### config.mk
export PLATFORM = sky130hd
export DESIGN_NAME = colour_frame_tracker
export DESIGN_NICKNAME = d
export VERILOG_FILES = /design/src/rtl/colour_track_pkg.sv /design/src/rtl/frame_avg4.sv /design/src/rtl/colour_frame_tracker.sv
export SDC_FILE = /design/constraint.sdc
export NUM_CORES = 1
export LEC_CHECK = 0
export CAP_MARGIN = 40
export CELL_PAD_IN_SITES_DETAIL_PLACEMENT = 1
export CELL_PAD_IN_SITES_GLOBAL_PLACEMENT = 2
export CORE_ASPECT_RATIO = 0.6
export CORE_MARGIN = 5
export CORE_UTILIZATION = 35
export DETAILED_ROUTE_END_ITERATION = 8
export PLACE_DENSITY = 0.87
export SLEW_MARGIN = 10
export SYNTH_ARGS = -nofsm -noshare
export SYNTH_HDL_FRONTEND = slang
export SYNTH_SLANG_ARGS = --single-unit
### constraint.sdc
create_clock -name clk -period 6.4 [get_ports clk]
set_input_delay 1.28 -clock clk [delete_from_list [all_inputs] [get_ports clk]]
set_output_delay 1.28 -clock clk [all_outputs]
set_load 0.02 [all_outputs]
### src/rtl/colour_track_pkg.sv
// Shared types and widths for the colour frame tracker.
package colour_track_pkg;

  localparam int PIX_W = 17;
  localparam int SUM_W = 19;

  typedef enum logic [1:0] {
    SEARCH = 2'd0,
    TRACK  = 2'd1,
    CLOSE  = 2'd2
  } track_state_t;

  // Direction of the transition the current average argues for
  typedef enum logic [1:0] {
    CAND_NONE = 2'd0,
    CAND_UP   = 2'd1,
    CAND_DOWN = 2'd2
  } cand_t;

endpackage

### src/rtl/frame_avg4.sv
// Four-slot frame window with a registered moving average and update pulse.
module frame_avg4
  import colour_track_pkg::*;
(
  input  logic             clk,
  input  logic             reset,
  input  logic             clear,
  input  logic             sample_en,
  input  logic [PIX_W-1:0] sample,
  output logic [PIX_W-1:0] avg,
  output logic             avg_valid
);

  logic [PIX_W-1:0] slot0, slot1, slot2, slot3;
  logic [SUM_W-1:0] next_sum;

  // Sum of the window as it will be once the new sample has shifted in
  always_comb begin
    next_sum = SUM_W'(sample) + SUM_W'(slot0) + SUM_W'(slot1) + SUM_W'(slot2);
  end

  // Window shift, truncated average and one-cycle valid pulse
  always_ff @(posedge clk) begin
    if (reset || clear) begin
      slot0     <= '0;
      slot1     <= '0;
      slot2     <= '0;
      slot3     <= '0;
      avg       <= '0;
      avg_valid <= 1'b0;
    end else if (sample_en) begin
      slot0     <= sample;
      slot1     <= slot0;
      slot2     <= slot1;
      slot3     <= slot2;
      avg       <= PIX_W'(next_sum >> 2);
      avg_valid <= 1'b1;
    end else begin
      avg_valid <= 1'b0;
    end
  end

endmodule

### src/rtl/colour_frame_tracker.sv
// Samples per-frame colour counts, smooths them and classifies the target
// as absent, tracked or close with confirmation and a camera-stall fallback.
module colour_frame_tracker
  import colour_track_pkg::*;
#(
  parameter int LOST_THRESH    = 200,
  parameter int FAR_THRESH     = 4800,
  parameter int NEAR_THRESH    = 9600,
  parameter int CONFIRM_FRAMES = 3,
  parameter int TIMEOUT_CYCLES = 2_000_000
) (
  input  logic        clk,
  input  logic        reset,
  input  logic        sop,
  input  logic [16:0] colour_pixels,
  input  logic        clear,
  output logic [16:0] avg_pixels,
  output logic        avg_valid,
  output logic [1:0]  state,
  output logic        target_seen,
  output logic        target_close,
  output logic        drive_enable,
  output logic        stale
);

  localparam int               TMR_W     = $clog2(TIMEOUT_CYCLES + 1);
  localparam logic [TMR_W-1:0] TMR_LAST  = TMR_W'(TIMEOUT_CYCLES - 1);
  localparam logic [TMR_W-1:0] TMR_MAX   = TMR_W'(TIMEOUT_CYCLES);
  localparam logic [PIX_W-1:0] LOST_T    = PIX_W'(LOST_THRESH);
  localparam logic [PIX_W-1:0] FAR_T     = PIX_W'(FAR_THRESH);
  localparam logic [PIX_W-1:0] NEAR_T    = PIX_W'(NEAR_THRESH);
  localparam logic [3:0]       CONFIRM_N = 4'(CONFIRM_FRAMES);

  logic             sop_d, discard, frame_edge, sample_en, timeout_hit, avg_clear;
  logic [TMR_W-1:0] timer;
  track_state_t     cur_state, next_state, goal;
  cand_t            cand, prev_cand, next_cand;
  logic [3:0]       confirm, next_confirm, bumped;

  assign frame_edge  = sop & ~sop_d;
  assign sample_en   = frame_edge & ~clear & ~discard;
  // A frame edge in the expiry cycle restarts the timer instead of timing out
  assign timeout_hit = ~frame_edge & (timer == TMR_LAST);
  assign avg_clear   = clear | timeout_hit;
  assign state       = cur_state;

  frame_avg4 u_avg (
    .clk       (clk),
    .reset     (reset),
    .clear     (avg_clear),
    .sample_en (sample_en),
    .sample    (colour_pixels),
    .avg       (avg_pixels),
    .avg_valid (avg_valid)
  );

  // Edge history, partial-frame discard, stall timer and stale flag
  always_ff @(posedge clk) begin
    if (reset) begin
      sop_d   <= 1'b0;
      discard <= 1'b1;
      timer   <= '0;
      stale   <= 1'b0;
    end else begin
      sop_d <= sop;
      if (clear) discard <= 1'b1;
      else if (frame_edge) discard <= 1'b0;
      if (frame_edge) timer <= '0;
      else if (timer != TMR_MAX) timer <= timer + TMR_W'(1);
      if (sample_en) stale <= 1'b0;
      else if (timeout_hit) stale <= 1'b1;
    end
  end

  // Candidate transition and its destination for the current average
  always_comb begin
    cand = CAND_NONE;
    goal = cur_state;
    case (cur_state)
      SEARCH: begin
        if (avg_pixels >= FAR_T) begin cand = CAND_UP; goal = TRACK; end
        else begin cand = CAND_NONE; goal = SEARCH; end
      end
      TRACK: begin
        if (avg_pixels >= NEAR_T) begin cand = CAND_UP; goal = CLOSE; end
        else if (avg_pixels < LOST_T) begin cand = CAND_DOWN; goal = SEARCH; end
        else begin cand = CAND_NONE; goal = TRACK; end
      end
      CLOSE: begin
        if (avg_pixels < FAR_T) begin cand = CAND_DOWN; goal = TRACK; end
        else begin cand = CAND_NONE; goal = CLOSE; end
      end
      default: begin cand = CAND_NONE; goal = SEARCH; end
    endcase
  end

  // Confirmation counting; a transition needs CONFIRM_FRAMES matching averages in a row
  always_comb begin
    bumped       = (cand == prev_cand) ? confirm + 4'd1 : 4'd1;
    next_state   = cur_state;
    next_confirm = confirm;
    next_cand    = prev_cand;
    if (!avg_valid) begin
      next_confirm = confirm;
    end else if (cand == CAND_NONE) begin
      next_confirm = 4'd0;
      next_cand    = CAND_NONE;
    end else if (bumped == CONFIRM_N) begin
      next_state   = goal;
      next_confirm = 4'd0;
      next_cand    = CAND_NONE;
    end else begin
      next_confirm = bumped;
      next_cand    = cand;
    end
  end

  // State register with registered output decode
  always_ff @(posedge clk) begin
    if (reset || clear || timeout_hit) begin
      cur_state    <= SEARCH;
      confirm      <= 4'd0;
      prev_cand    <= CAND_NONE;
      target_seen  <= 1'b0;
      target_close <= 1'b0;
      drive_enable <= 1'b0;
    end else begin
      cur_state    <= next_state;
      confirm      <= next_confirm;
      prev_cand    <= next_cand;
      target_seen  <= (next_state != SEARCH);
      target_close <= (next_state == CLOSE);
      drive_enable <= (next_state == TRACK);
    end
  end

endmodule

; After elaboration in Yosys (flattened, before gate mapping)
; Index checks and enable logic that the tools add are counted.
; Widths: inputs -> output; s select.
[word_totals]
reg_bits = 104
inputBits = 21
wordCells = 68
[classes]
addsub = 5
n_lt_le_gt_ge = 4
eq_ne = 8
mux = 18
n_bitwise = 9
reduce_logical = 9
[op_table]
columns = cell, count
row1 = $add 19x17->19, 2
row2 = $add 21x1->21 const B, 1
row3 = $eq 21x21->1 const B, 1
row4 = $ne 21x21->1 const B, 1
row5 = $mux 2, 10
row6 = $add 17x17->18, 1
row7 = $ge 17x13->1 const B, 1
row8 = $ge 17x14->1 const B, 1
row9 = $lt 17x13->1 const B, 1
row10 = $lt 17x8->1 const B, 1
row11 = $mux 4, 3
row12 = $pmux 2 s3, 2
row13 = $reduce_or 2->1, 3
row14 = $add 4x1->4 const B, 1
row15 = $and 1x1->1, 4
row16 = $eq 2x1->1 const B, 2
row17 = $eq 2x2->1 const B, 2
row18 = $eq 4x2->1 const B, 1
row19 = $logic_not 2->1, 2
row20 = $not 1->1, 4
row21 = $logic_or 1x1->1, 3
row22 = $mux 1, 3
row23 = $eq 2x2->1, 1
row24 = $reduce_bool 2->1, 1
row25 = $or 1x1->1, 1

; Depth between registers and ports, before layout
; Gate-level depths: netlist of run 1.
[depth]
word_depth = 11
depth_mapped = 18
mapped_depth_nobuf = 18

; Cells and area by module
; Synthesis of run 1 repeated with hierarchy kept, for this count alone.
[unflattened]
hier_cells = 702
area_unflattened_um2 = 6293.5
[by_module_without_submodules]
columns = mod, n_inst, cells_per_inst, area_each_um2, seq_area_each_um2
row1 = frame_avg4, 1, 480, 4398.0, 1381.3
row2 = colour_frame_tracker, 1, 222, 1895.6, 700.7

; Worst setup path after synthesis of run 1
; No wires, ideal clock.
[synth_path]
kind = input-to-reg
start = input port colour_pixels[0]
end = register u_avg.avg[14]
setup_time_ps = 74
arrival_ps = 5203
required_ps = 6326
setup_slack_ps = 1123
path_stages = 17
path_buffers = 0
path_cell_list = ha_1 fa_1 a21o_1 a21oi_1 o21a_1 o31ai_1 o41ai_1 nor4b_1 nor3_1 fa_1 inv_1 ha_1 nor2_1 nor2_1 nand2_1 or4b_2 a31oi_1
[synth_between]
elab_chain_cells = 3
[synth_rtl]
columns = element, line
row1 = "start, declared", colour_frame_tracker.sv:15  ; input logic [16:0] colour_pixels,
row2 = $add 17x17->18, frame_avg4.sv:19  ; next_sum = SUM_W'(sample) + SUM_W'(slot0) + SUM_W'(slot1) + SUM_W'(slot2);
row3 = $add 19x17->19 (2 in a row), frame_avg4.sv:19
row4 = "end signal, assigned", frame_avg4.sv:36  ; avg <= PIX_W'(next_sum >> 2);
row5 = "end, declared", frame_avg4.sv:10  ; output logic [PIX_W-1:0] avg,
; No other way between the ends.
; A chain may end at the register's enable or synchronous reset.

; Worst setup path after layout of run 1
; Ends and elaborated chain as after synthesis.

==> metrics.cfg, run 1 <==
[status]
outcome = finished, final reports clean

[yosys]
async_reset_ff_frac = 0
synth.cell_area_mm2 = 0.006191
netlist.area_leader.share = 0.3363
avgSynthCellArea_um2 = 7.917
synth_ff_type = dfxtp_1
ys_seq_area_frac = 0.3363
yosysUniqueCellTypes = 59
synthesis.nets = 858
synth_edf_count = 0
yosysWarnings = 0
synth_area_leaders = dfxtp_1 34%, nand2_1 8.5%, ha_1 7.5%
syn_inst = 782
synthTopCellsByCount = 141 x nand2_1, 104 x dfxtp_1, 91 x a21oi_1
synth_most_common_cell = nand2_1
synth_area_leader_cell = dfxtp_1
ys_seq_elements = 104

[power_and_ir_drop]
leakagePower_uw = 0.002642
p_per_area_mw_per_mm2 = 183.8
vdd_drop_max_mv = 0.1029
p_total_uw = 1323

[floorplanning]
start_util = 0.3585
io_pins = 45
rows = 37
die_w_um = 181.7
dieArea_mm2 = 0.02054
coreArea_mm2 = 0.01727
die_y_um = 113.0

[clock_network]
clock_path_buffers = 2
clock_latency_ns = 0.35
cts_tree = done
post_cts_buffers = 0
cts_resized = 0
clkTransAtPathRegs_ns = 0.07
postCtsHoldBufs = 0
cts_sinks = 104
htreeDepth = 3
clockRootBuffer = clkbuf_16
cts_made_buffers = 9

[cells_and_area]
nFillCells = 2059
design_area_mm2 = 0.007198
area_growth_pct = 16.27
drive_gt1_frac = 0.05116
antennaDiodeCount = 0
multi_input_area_mm2 = 0.003691
nNetsFinal = 892
seq_area_mm2 = 0.002082

[setup_path]
critPathBufInv = 3
crit_type = input pin to flop
worstSetupStartpointType = input pin
r2r-end = u_avg.avg[14]
reg2reg_from = u_avg.slot0[0]
critical_path.cell_chain = clkdlybuf4s50_1 -> ha_1 -> fa_1 -> a21o_1 -> a21oi_1 -> o21a_1 -> o31ai_1 -> o41ai_1 -> buf_4 -> nor4b_1 -> nor3_1 -> fa_1 -> inv_1 -> ha_1 -> nor2_1 -> nor2_1 -> nand2_1 -> or4b_2 -> a31oi_1
slowest_stage = or4b_2
cpPeakStageDelay_ns = 0.62
critical-path-top-delay-family = adder cells
reg2reg_slack_ns = 1.70
worstPathRequired_ns = 6.68
end_kind = flop
cp.arrival_ns = 6.04
rr_worst_depth = 18
cp_max_fo = 5

[min_path]
hold_start = u_avg.avg[1]
hold_path_class = flop to flop
min_to = u_avg.avg[1]
worstHoldPathCells = 2

[detailed_routing]
wire_per_inst_um = 15.76
route.vias.total = 5450
first_iter_violations = 283
drcViolationCount = 0
vias_per_cell = 5.166
routed_wl_um = 16630
first_pass_iters = 5
final_antenna_net_count = 0

[timing]
period_share = 0.9013
rsz0062_at_grt = no
slew_headroom = 0.4446
worstMarginPinSlew_ns = 0.8331
tns_ns = 0
hold_violations = 0
hold_ws_ns = 0.4608
min_period_ns = 5.768
finalClockSkew_ns = 0.01407
finalMaxSlewViolations = 0
setup-violations-final = 0
fmax_ghz = 0.1734

[grt]
grt_overflow = 0
grt_pass1_vias = 5587
grt_pass1_wl_um = 28460
antenna_found_initial = 0
track_usage = 0.1656
grt_max_degree = 69

[place]
io_buffers = 44
gp_congestion = 0.8115
place_area_mm2 = 0.006892
hpwl_um = 12740

[flow_run]
max_cap_violations = 0

-- report_power, final --
group / switching, uW / total (uW) / internal (uW) / leakage, uW
sequential: 2.35 / 651 / 649 / 0.000838
combinational: 60.9 / 102 / 40.8 / 0.00166
clock: 254 / 570 / 316 / 0.000145
total: 318 / 1320 / 1010 / 0.00264
-- kinds of logic (layout without fill, tap and decap cells) --
logic type,after synthesis,count (layout),share of synthesized area
muxes,3,3,0.004851
adders and majority gates,55,55,0.1330
and+or+nand+nor,294,294,0.2231
buffers and inverters,110,149,0.06871
xor gates and xnor gates,38,38,0.05376
DFF,104,104,0.3363
AOI/OAI and AO/OA,178,178,0.1803
-- per-layer routing --
layer | part of all wire | vias up | global-route usage
met3 | 0.028 | 14 | 0.03116
met5 | 0 | - | 0
li1 | - | 2730 | -
met1 | 0.56 | 2626 | 0.2525
met4 | 0.0081 | 0 | 0.03198
met2 | 0.40 | 80 | 0.2441
-- stage by stage --
stage / setup WS (ns) / util / std cells
floorplan: 1.123 / - / 782
CTS: 0.6904 / 0.4169 / 1055
global placement: 0.4980 / 0.3968 / 1037
global route: 0.2383 / 0.4169 / 1055
finish: 0.6319 / 0.4169 / 1055
detailed placement: 0.3515 / 0.3991 / 1039
-- tightest hold or removal path: cells and delay by family (launching register included) --
family             cells  cell delay, ns
AOI/OAI and AO/OA      1            0.05
DFF                    1            0.31
and+or+nand+nor        1            0.05
-- layout make-up --
type / instances / share of cell area
Multi-Input combinational cell: 568 / 0.5128
Sequential cell: 104 / 0.2892
Timing Repair Buffer: 51 / 0.07196
Inverter: 82 / 0.04276
Tap cell: 234 / 0.04067
Clock buffer: 10 / 0.03320
Clock inverter: 6 / 0.009386
-- worst max-delay path by stage --
stage	depth (start not counted)	end	slack (ns)	startpoint
finish	19	u_avg.avg[14]	0.63	colour_pixels[0]
global route	19	u_avg.avg[16]	0.24	colour_pixels[0]
CTS	18	u_avg.avg[13]	0.69	colour_pixels[0]
detailed placement	19	u_avg.avg[16]	0.35	colour_pixels[0]
global placement	18	u_avg.avg[13]	0.50	colour_pixels[0]
floorplan	17	u_avg.avg[14]	1.12	colour_pixels[0]
-- sequential cells by signal, indices dropped and copies added, names as in the netlist, 2 cells and up --
register and count:
u_avg.avg 17, u_avg.slot1 17, u_avg.slot0 17, state 2, u_avg.slot2 17, timer 21
confirm 4, prev_cand 2
-- placed cells by master (no fill, tap or decap), drive strengths merged, types with 9 or more instances in the layout --
cell | synthesis | routed
nor3 | 26 | 26
nand3 | 20 | 20
a21oi | 91 | 91
nand2 | 141 | 141
or3 | 9 | 9
ha | 37 | 37
nor2 | 43 | 43
o21ai | 19 | 19
inv | 82 | 83
clkdlybuf4s50 | 0 | 44
fa | 18 | 18
xnor2 | 19 | 19
dfxtp | 104 | 104
clkbuf | 21 | 10
xor2 | 19 | 19
No activity file was read; power rests on OpenSTA's default activity.
==> run 2: changes to the inputs <==
- CTS_CLUSTER_SIZE: not set -> 40
==> results of run 2 <==
The final DEF is identical to that of run 1; final timing and power are the same.
